$ cat src/rtl/bc_pkg.sv
// Shared types and constants for the bit-counter scheduler and its datapath.
package bc_pkg;

    typedef enum logic [2:0] {
        IDLE,
        LOAD,
        SHIFT,
        DONE,
        RESP
    } bc_state_t;

    localparam int CNT_W = 4;

endpackage

$ cat src/rtl/bc_scheduler_if.sv
// Requester/consumer side of the scheduler: request levels, data, grants and the response handshake.
interface bc_scheduler_if #(
    parameter int NUM_REQ = 4,
    parameter int WIDTH   = 8
);
    import bc_pkg::*;

    localparam int IDW = $clog2(NUM_REQ);

    logic [NUM_REQ-1:0]       req;
    logic [NUM_REQ*WIDTH-1:0] req_data;
    logic [NUM_REQ-1:0]       gnt;
    logic                     rsp_valid;
    logic [IDW-1:0]           rsp_id;
    logic [CNT_W-1:0]         rsp_count;
    logic                     rsp_ack;

    modport slave (
        input  req, req_data, rsp_ack,
        output gnt, rsp_valid, rsp_id, rsp_count
    );

    modport master (
        output req, req_data, rsp_ack,
        input  gnt, rsp_valid, rsp_id, rsp_count
    );

endinterface

$ cat src/rtl/bc_rr_arbiter.sv
// Combinational round-robin picker: first set request at or above rr_ptr, wrapping modulo NUM_REQ.
module bc_rr_arbiter #(
    parameter int NUM_REQ = 4
) (
    input  logic [NUM_REQ-1:0]         req,
    input  logic [$clog2(NUM_REQ)-1:0] rr_ptr,
    output logic                       any_req,
    output logic [$clog2(NUM_REQ)-1:0] winner
);
    localparam int IDW = $clog2(NUM_REQ);

    logic [IDW:0] idx;
    logic         found;

    assign any_req = |req;

    // One extra bit on idx so rr_ptr+k never overflows before the modulo fold.
    always_comb begin
        winner = '0;
        found  = 1'b0;
        idx    = '0;
        for (int k = 0; k < NUM_REQ; k++) begin
            idx = {1'b0, rr_ptr} + (IDW+1)'(k);
            if (idx >= (IDW+1)'(NUM_REQ)) begin
                idx = idx - (IDW+1)'(NUM_REQ);
            end
            if (!found && req[idx[IDW-1:0]]) begin
                found  = 1'b1;
                winner = idx[IDW-1:0];
            end
        end
    end

endmodule

$ cat src/rtl/bc_scheduler.sv
// Round-robin front end for datapath_BC: captures one request, sequences the datapath, returns the count.
module bc_scheduler
    import bc_pkg::*;
#(
    parameter int NUM_REQ = 4,
    parameter int WIDTH   = 8
) (
    input  logic             clk,
    input  logic             reset,
    bc_scheduler_if.slave    bus,
    output logic             busy,
    output logic [WIDTH-1:0] dp_A,
    output logic             load_b,
    output logic             result_shift,
    output logic             done,
    input  logic             z,
    input  logic [CNT_W-1:0] dp_result
);
    localparam int IDW = $clog2(NUM_REQ);

    bc_state_t        state_reg;
    logic [IDW-1:0]   rr_ptr_reg;
    logic [IDW-1:0]   id_reg;
    logic [IDW-1:0]   rsp_id_reg;
    logic [WIDTH-1:0] data_reg;
    logic [CNT_W-1:0] rsp_count_reg;
    logic             any_req;
    logic [IDW-1:0]   winner;
    logic [IDW-1:0]   rr_ptr_next;
    logic [WIDTH-1:0] req_slice [NUM_REQ];

    bc_rr_arbiter #(.NUM_REQ(NUM_REQ)) u_arb (
        .req     (bus.req),
        .rr_ptr  (rr_ptr_reg),
        .any_req (any_req),
        .winner  (winner)
    );

    generate
        for (genvar gi = 0; gi < NUM_REQ; gi++) begin : g_req
            assign req_slice[gi] = bus.req_data[gi*WIDTH +: WIDTH];
            assign bus.gnt[gi]   = (state_reg == LOAD) && (id_reg == IDW'(gi));
        end
    endgenerate

    assign rr_ptr_next = (winner == IDW'(NUM_REQ-1)) ? '0 : winner + IDW'(1);

    always_ff @(posedge clk) begin
        if (reset) begin
            state_reg     <= IDLE;
            rr_ptr_reg    <= '0;
            id_reg        <= '0;
            data_reg      <= '0;
            rsp_id_reg    <= '0;
            rsp_count_reg <= '0;
        end else begin
            case (state_reg)
                IDLE: begin
                    if (any_req) begin
                        id_reg     <= winner;
                        data_reg   <= req_slice[winner];
                        rr_ptr_reg <= rr_ptr_next;
                        state_reg  <= LOAD;
                    end
                end
                LOAD:  state_reg <= SHIFT;
                SHIFT: if (z) state_reg <= DONE;
                DONE: begin
                    rsp_count_reg <= dp_result;
                    rsp_id_reg    <= id_reg;
                    state_reg     <= RESP;
                end
                // New requests wait here until the consumer takes the response.
                RESP:  if (bus.rsp_ack) state_reg <= IDLE;
                default: state_reg <= IDLE;
            endcase
        end
    end

    assign busy          = (state_reg != IDLE);
    assign dp_A          = data_reg;
    assign load_b        = (state_reg == LOAD);
    assign result_shift  = (state_reg == SHIFT) && !z;
    assign done          = (state_reg == DONE);
    assign bus.rsp_valid = (state_reg == RESP);
    assign bus.rsp_id    = rsp_id_reg;
    assign bus.rsp_count = rsp_count_reg;

endmodule

$ cat src/flat_wrapper.sv
// flat-port wrapper written by rule: the top's interface ports become plain ports
module bc_scheduler_flat import bc_pkg::*;
#(
    parameter int NUM_REQ = 4,
    parameter int WIDTH   = 8
)
  (clk, reset, busy, dp_A, load_b, result_shift, done, z, dp_result, bus_req, bus_req_data, bus_rsp_ack, bus_gnt, bus_rsp_valid, bus_rsp_id, bus_rsp_count);
  bc_scheduler_if #(.NUM_REQ(NUM_REQ), .WIDTH(WIDTH)) bus_i ();
  input  logic clk;
  input  logic reset;
  output logic busy;
  output logic [WIDTH-1:0] dp_A;
  output logic load_b;
  output logic result_shift;
  output logic done;
  input  logic z;
  input  logic [CNT_W-1:0] dp_result;
  input wire logic [$bits(bus_i.req)-1:0] bus_req;
  input wire logic [$bits(bus_i.req_data)-1:0] bus_req_data;
  input wire logic [$bits(bus_i.rsp_ack)-1:0] bus_rsp_ack;
  output wire logic [$bits(bus_i.gnt)-1:0] bus_gnt;
  output wire logic [$bits(bus_i.rsp_valid)-1:0] bus_rsp_valid;
  output wire logic [$bits(bus_i.rsp_id)-1:0] bus_rsp_id;
  output wire logic [$bits(bus_i.rsp_count)-1:0] bus_rsp_count;
  assign bus_i.req = bus_req;
  assign bus_i.req_data = bus_req_data;
  assign bus_i.rsp_ack = bus_rsp_ack;
  assign bus_gnt = bus_i.gnt;
  assign bus_rsp_valid = bus_i.rsp_valid;
  assign bus_rsp_id = bus_i.rsp_id;
  assign bus_rsp_count = bus_i.rsp_count;
  bc_scheduler #(.NUM_REQ(NUM_REQ), .WIDTH(WIDTH)) u_core (.clk(clk), .reset(reset), .bus(bus_i), .busy(busy), .dp_A(dp_A), .load_b(load_b), .result_shift(result_shift), .done(done), .z(z), .dp_result(dp_result));
endmodule
$ cat config.mk
export PLATFORM = sky130hd
export DESIGN_NAME = bc_scheduler_flat
export DESIGN_NICKNAME = d
export VERILOG_FILES = /design/src/rtl/bc_pkg.sv /design/src/rtl/bc_scheduler_if.sv /design/src/rtl/bc_rr_arbiter.sv /design/src/rtl/bc_scheduler.sv /design/src/flat_wrapper.sv
export SDC_FILE = /design/constraint.sdc
export NUM_CORES = 1
export LEC_CHECK = 0
export CORE_ASPECT_RATIO = 0.7
export CORE_MARGIN = 8
export CORE_UTILIZATION = 41
export CTS_CLUSTER_SIZE = 20
export DETAILED_ROUTE_END_ITERATION = 8
export PLACE_DENSITY = 0.84
export SYNTH_ARGS = -nofsm -noshare
export SYNTH_HDL_FRONTEND = slang
export SYNTH_SLANG_ARGS = --single-unit
$ cat constraint.sdc
create_clock -name clk -period 5.2 [get_ports clk]
set_clock_uncertainty 0.2 [all_clocks]
set_input_delay 1.3 -clock clk [delete_from_list [all_inputs] [get_ports clk]]
set_output_delay 1.3 -clock clk [all_outputs]
set_load 0.01 [all_outputs]
==> reports/qor.txt <==
Initial antenna violation count - 0
Synth Area in Compound Gates - 15.71%
CP Max Fanout - 2
Dpl hpwl - 2905 um
Synth top area cells - dfxtp_1 (34%), mux2i_1 (16%), o221ai_2 (9.8%)
Area growth from synthesis to layout - 55.61%
Hold slack final - 260.2 ps
Yosys reg bits - 21
Fin. max-slew vios - 0
Final period utilization - 77.97%
FMAX - 0.2467 GHz
Hold_buf cts - 0
Routability cong. - 0.7059
Clock slew at reported path FFs - 70 ps
Starting density of the core - 43.44%
Worst skew pair latency - 260 ps
Detailed router's first-iteration violation count - 40
Routed vias - 1,178
Synthesized Nets - 172
Synth top area share - 34.29%
Vias/cell - 5.259
Slowest cell on crit path - clkdlybuf4s50_1
Die H - 61.76 um
ANT cells - 0
Worst reg2reg path depth - 7
Cell variety after synth - 29
Average size of a mapped cell - 9.655 um^2
Post-synthesis sequential area ratio - 34.29%
Final setup TNS - 0 ps
Crit-path most repeated cell - clkdlybuf4s50_1
Post-Synth Simple-Gate Area - 24.80%
Crit path capture type - output pin
Final Setup Violations - 0
Grt total ovfl - 0
Hold crit path type - reg2reg
Bufs and invs on worst path - 2
Leakage - 0.7640 nW
Main combinational cell family by area after synthesis - simple AND/OR/NAND/NOR gates
Gr usage total - 14.14%
Final min period - 4054 ps
# DRC - 0
RSZ-0062 raised after global routing - false
First-pass GRT wire length - 5464 um
Core area - 0.002823 mm^2
Cell breakdown of the critical path - clkdlybuf4s50_1 > nor4b_1 > clkdlybuf4s50_1
Largest net degree at the start of global routing - 23
# rows - 16
Max_cap viols - 0
Vias in the first global route - 1,210
Crit start category - primary input
DR pass1 iterations - 4
Final wirelength - 3588 um
Crit path depth - 3
Chip width - 81.37 um
Synthesized instance count - 127
Xor and xnor area share after synthesis - 0.7143%
Die Footprint - 0.005025 mm^2
Slowest stage delay, CP - 590 ps
Wire per inst - 16.02 um
Share of cells above drive strength 1 - 8.511%
Adder-cell share of the synthesized area - 1.020%
Ys Warns - 0
Pwr dens - 308.9 mW/mm^2
Num CTS Buffers - 3
Max reg flops - 8
Status - finished, final reports clean
Post-cts resize count - 0
Worst vdd ir - 0.0001795 V
Crit path DAT - 2550 ps
H-Tree Depth - 1
TritonCTS clock tree - done
Max-slew headroom - 42.18%
Boundary Pins - 67
Post-CTS Setup Bufs - 0
Final Hold Fails - 0
CTS root buf - clkbuf_8
Clock Sinks - 21
NumNets Final - 234
Worst-case clock buffer depth - 2
PortBufs - 66
Crit-path leading delay family - buffers and inverters
Netlist Area Pre-Place - 0.001226 mm^2
CP Data Required Time - 3700 ps
Fill cells - 196
Synth area leader - dfxtp_1
Mux contribution to synthesized area - 16.33%
Worst Setup Path Type - in2out
Least-Margin Pin Slew - 864.6 ps
Hold path cells - 2
Detail Route Antenna Nets - 0
tightest hold or removal path: cells and delay by family (launching register included):
kind	cells	cell delay [ps]
flops	1	310
simple gates	1	50
compound gates	1	60
through the flow:
stage / area (um^2) / power [mW] / util (%) / setup slack, ps / std cells
after floorplan: 1226 / 0.3874 / - / 1962 / 127
after global placement: 1863 / 0.4746 / 66.00 / 1162 / 220
after detailed placement: 1863 / 0.4861 / 66.00 / 1157 / 220
after CTS: 1908 / 0.5931 / 67.60 / 1140 / 224
after global routing: 1908 / 0.6258 / 67.60 / 1114 / 224
final: 1908 / 0.5894 / 67.60 / 1146 / 224
metal layers:
layer | routed length, um | vias up | part of all wire [%] | global-route usage [%]
li1 | - | 576 | - | -
met3 | 290 | 4 | 8.1 | 5.747
met1 | 1441 | 559 | 40 | 15.41
met4 | 59 | 0 | 1.6 | 6.076
met2 | 1796 | 39 | 50 | 24.07
met5 | 0 | - | 0 | 0
cell families after synthesis:
family,after synthesis
DFF,21
muxes,20
adders and majority gates,1
and+or+nand+nor,49
AOI/OAI and AO/OA,21
xor gates and xnor gates,1
buffers and inverters,14
synth_stat cells, drive strengths merged:
master / instances
nor3: 2
and3: 1
and3b: 1
mux2i: 20
nor3b: 4
a22oi: 1
o22ai: 1
or3: 1
or4: 1
nor4b: 1
clkbuf: 3
o221ai: 8
inv: 5
xnor2: 1
nand2: 14
a21oi: 10
nor4: 1
nand3b: 9
dfxtp: 21
ha: 1
nor2: 9
nand2b: 5
buf: 6
a211o: 1
cells in the final DEF (no fill, tap or decap), types with 2 or more instances in the layout:
cell             instances
a21oi_1                 10
clkbuf_8                 3
mux2i_1                 20
inv_1                    5
nand2b_1                 4
nor3b_1                  4
nor2_1                   8
o221ai_2                 8
nand3b_1                 9
dfxtp_1                 21
nor3_1                   2
nand2_1                 13
clkdlybuf4s50_1         66
power by group:
part / switching [mW] / internal [mW] / total, mW
Sequential: 0.0268 / 0.190 / 0.217
Combinational: 0.119 / 0.145 / 0.264
Clock: 0.0535 / 0.0547 / 0.108
worst paths after layout:
kind / from / to / slack, ps
worst min-delay path: u_core.bus.rsp_id[1]$_SDFFE_PP0P_ / u_core.bus.rsp_id[1]$_SDFFE_PP0P_ / 260
worst min register to register: u_core.bus.rsp_id[1]$_SDFFE_PP0P_ / u_core.bus.rsp_id[1]$_SDFFE_PP0P_ / 260
worst max register to register: u_core.rr_ptr_reg[0]$_SDFFE_PP0P_ / u_core.rr_ptr_reg[1]$_SDFFE_PP0P_ / 2850
worst max-delay path: z / result_shift / 1150
final cells by class:
class	count	area, um^2	share of cell area [%]
clock buffer	4	45.04	2.361
inverter	5	18.77	0.9836
multi-input combinational	92	718.2	37.64
sequential	21	420.4	22.03
tap	36	45.04	2.361
timing repair buffer	66	660.6	34.62
Note: power is estimated with default switching activity, not from simulation.
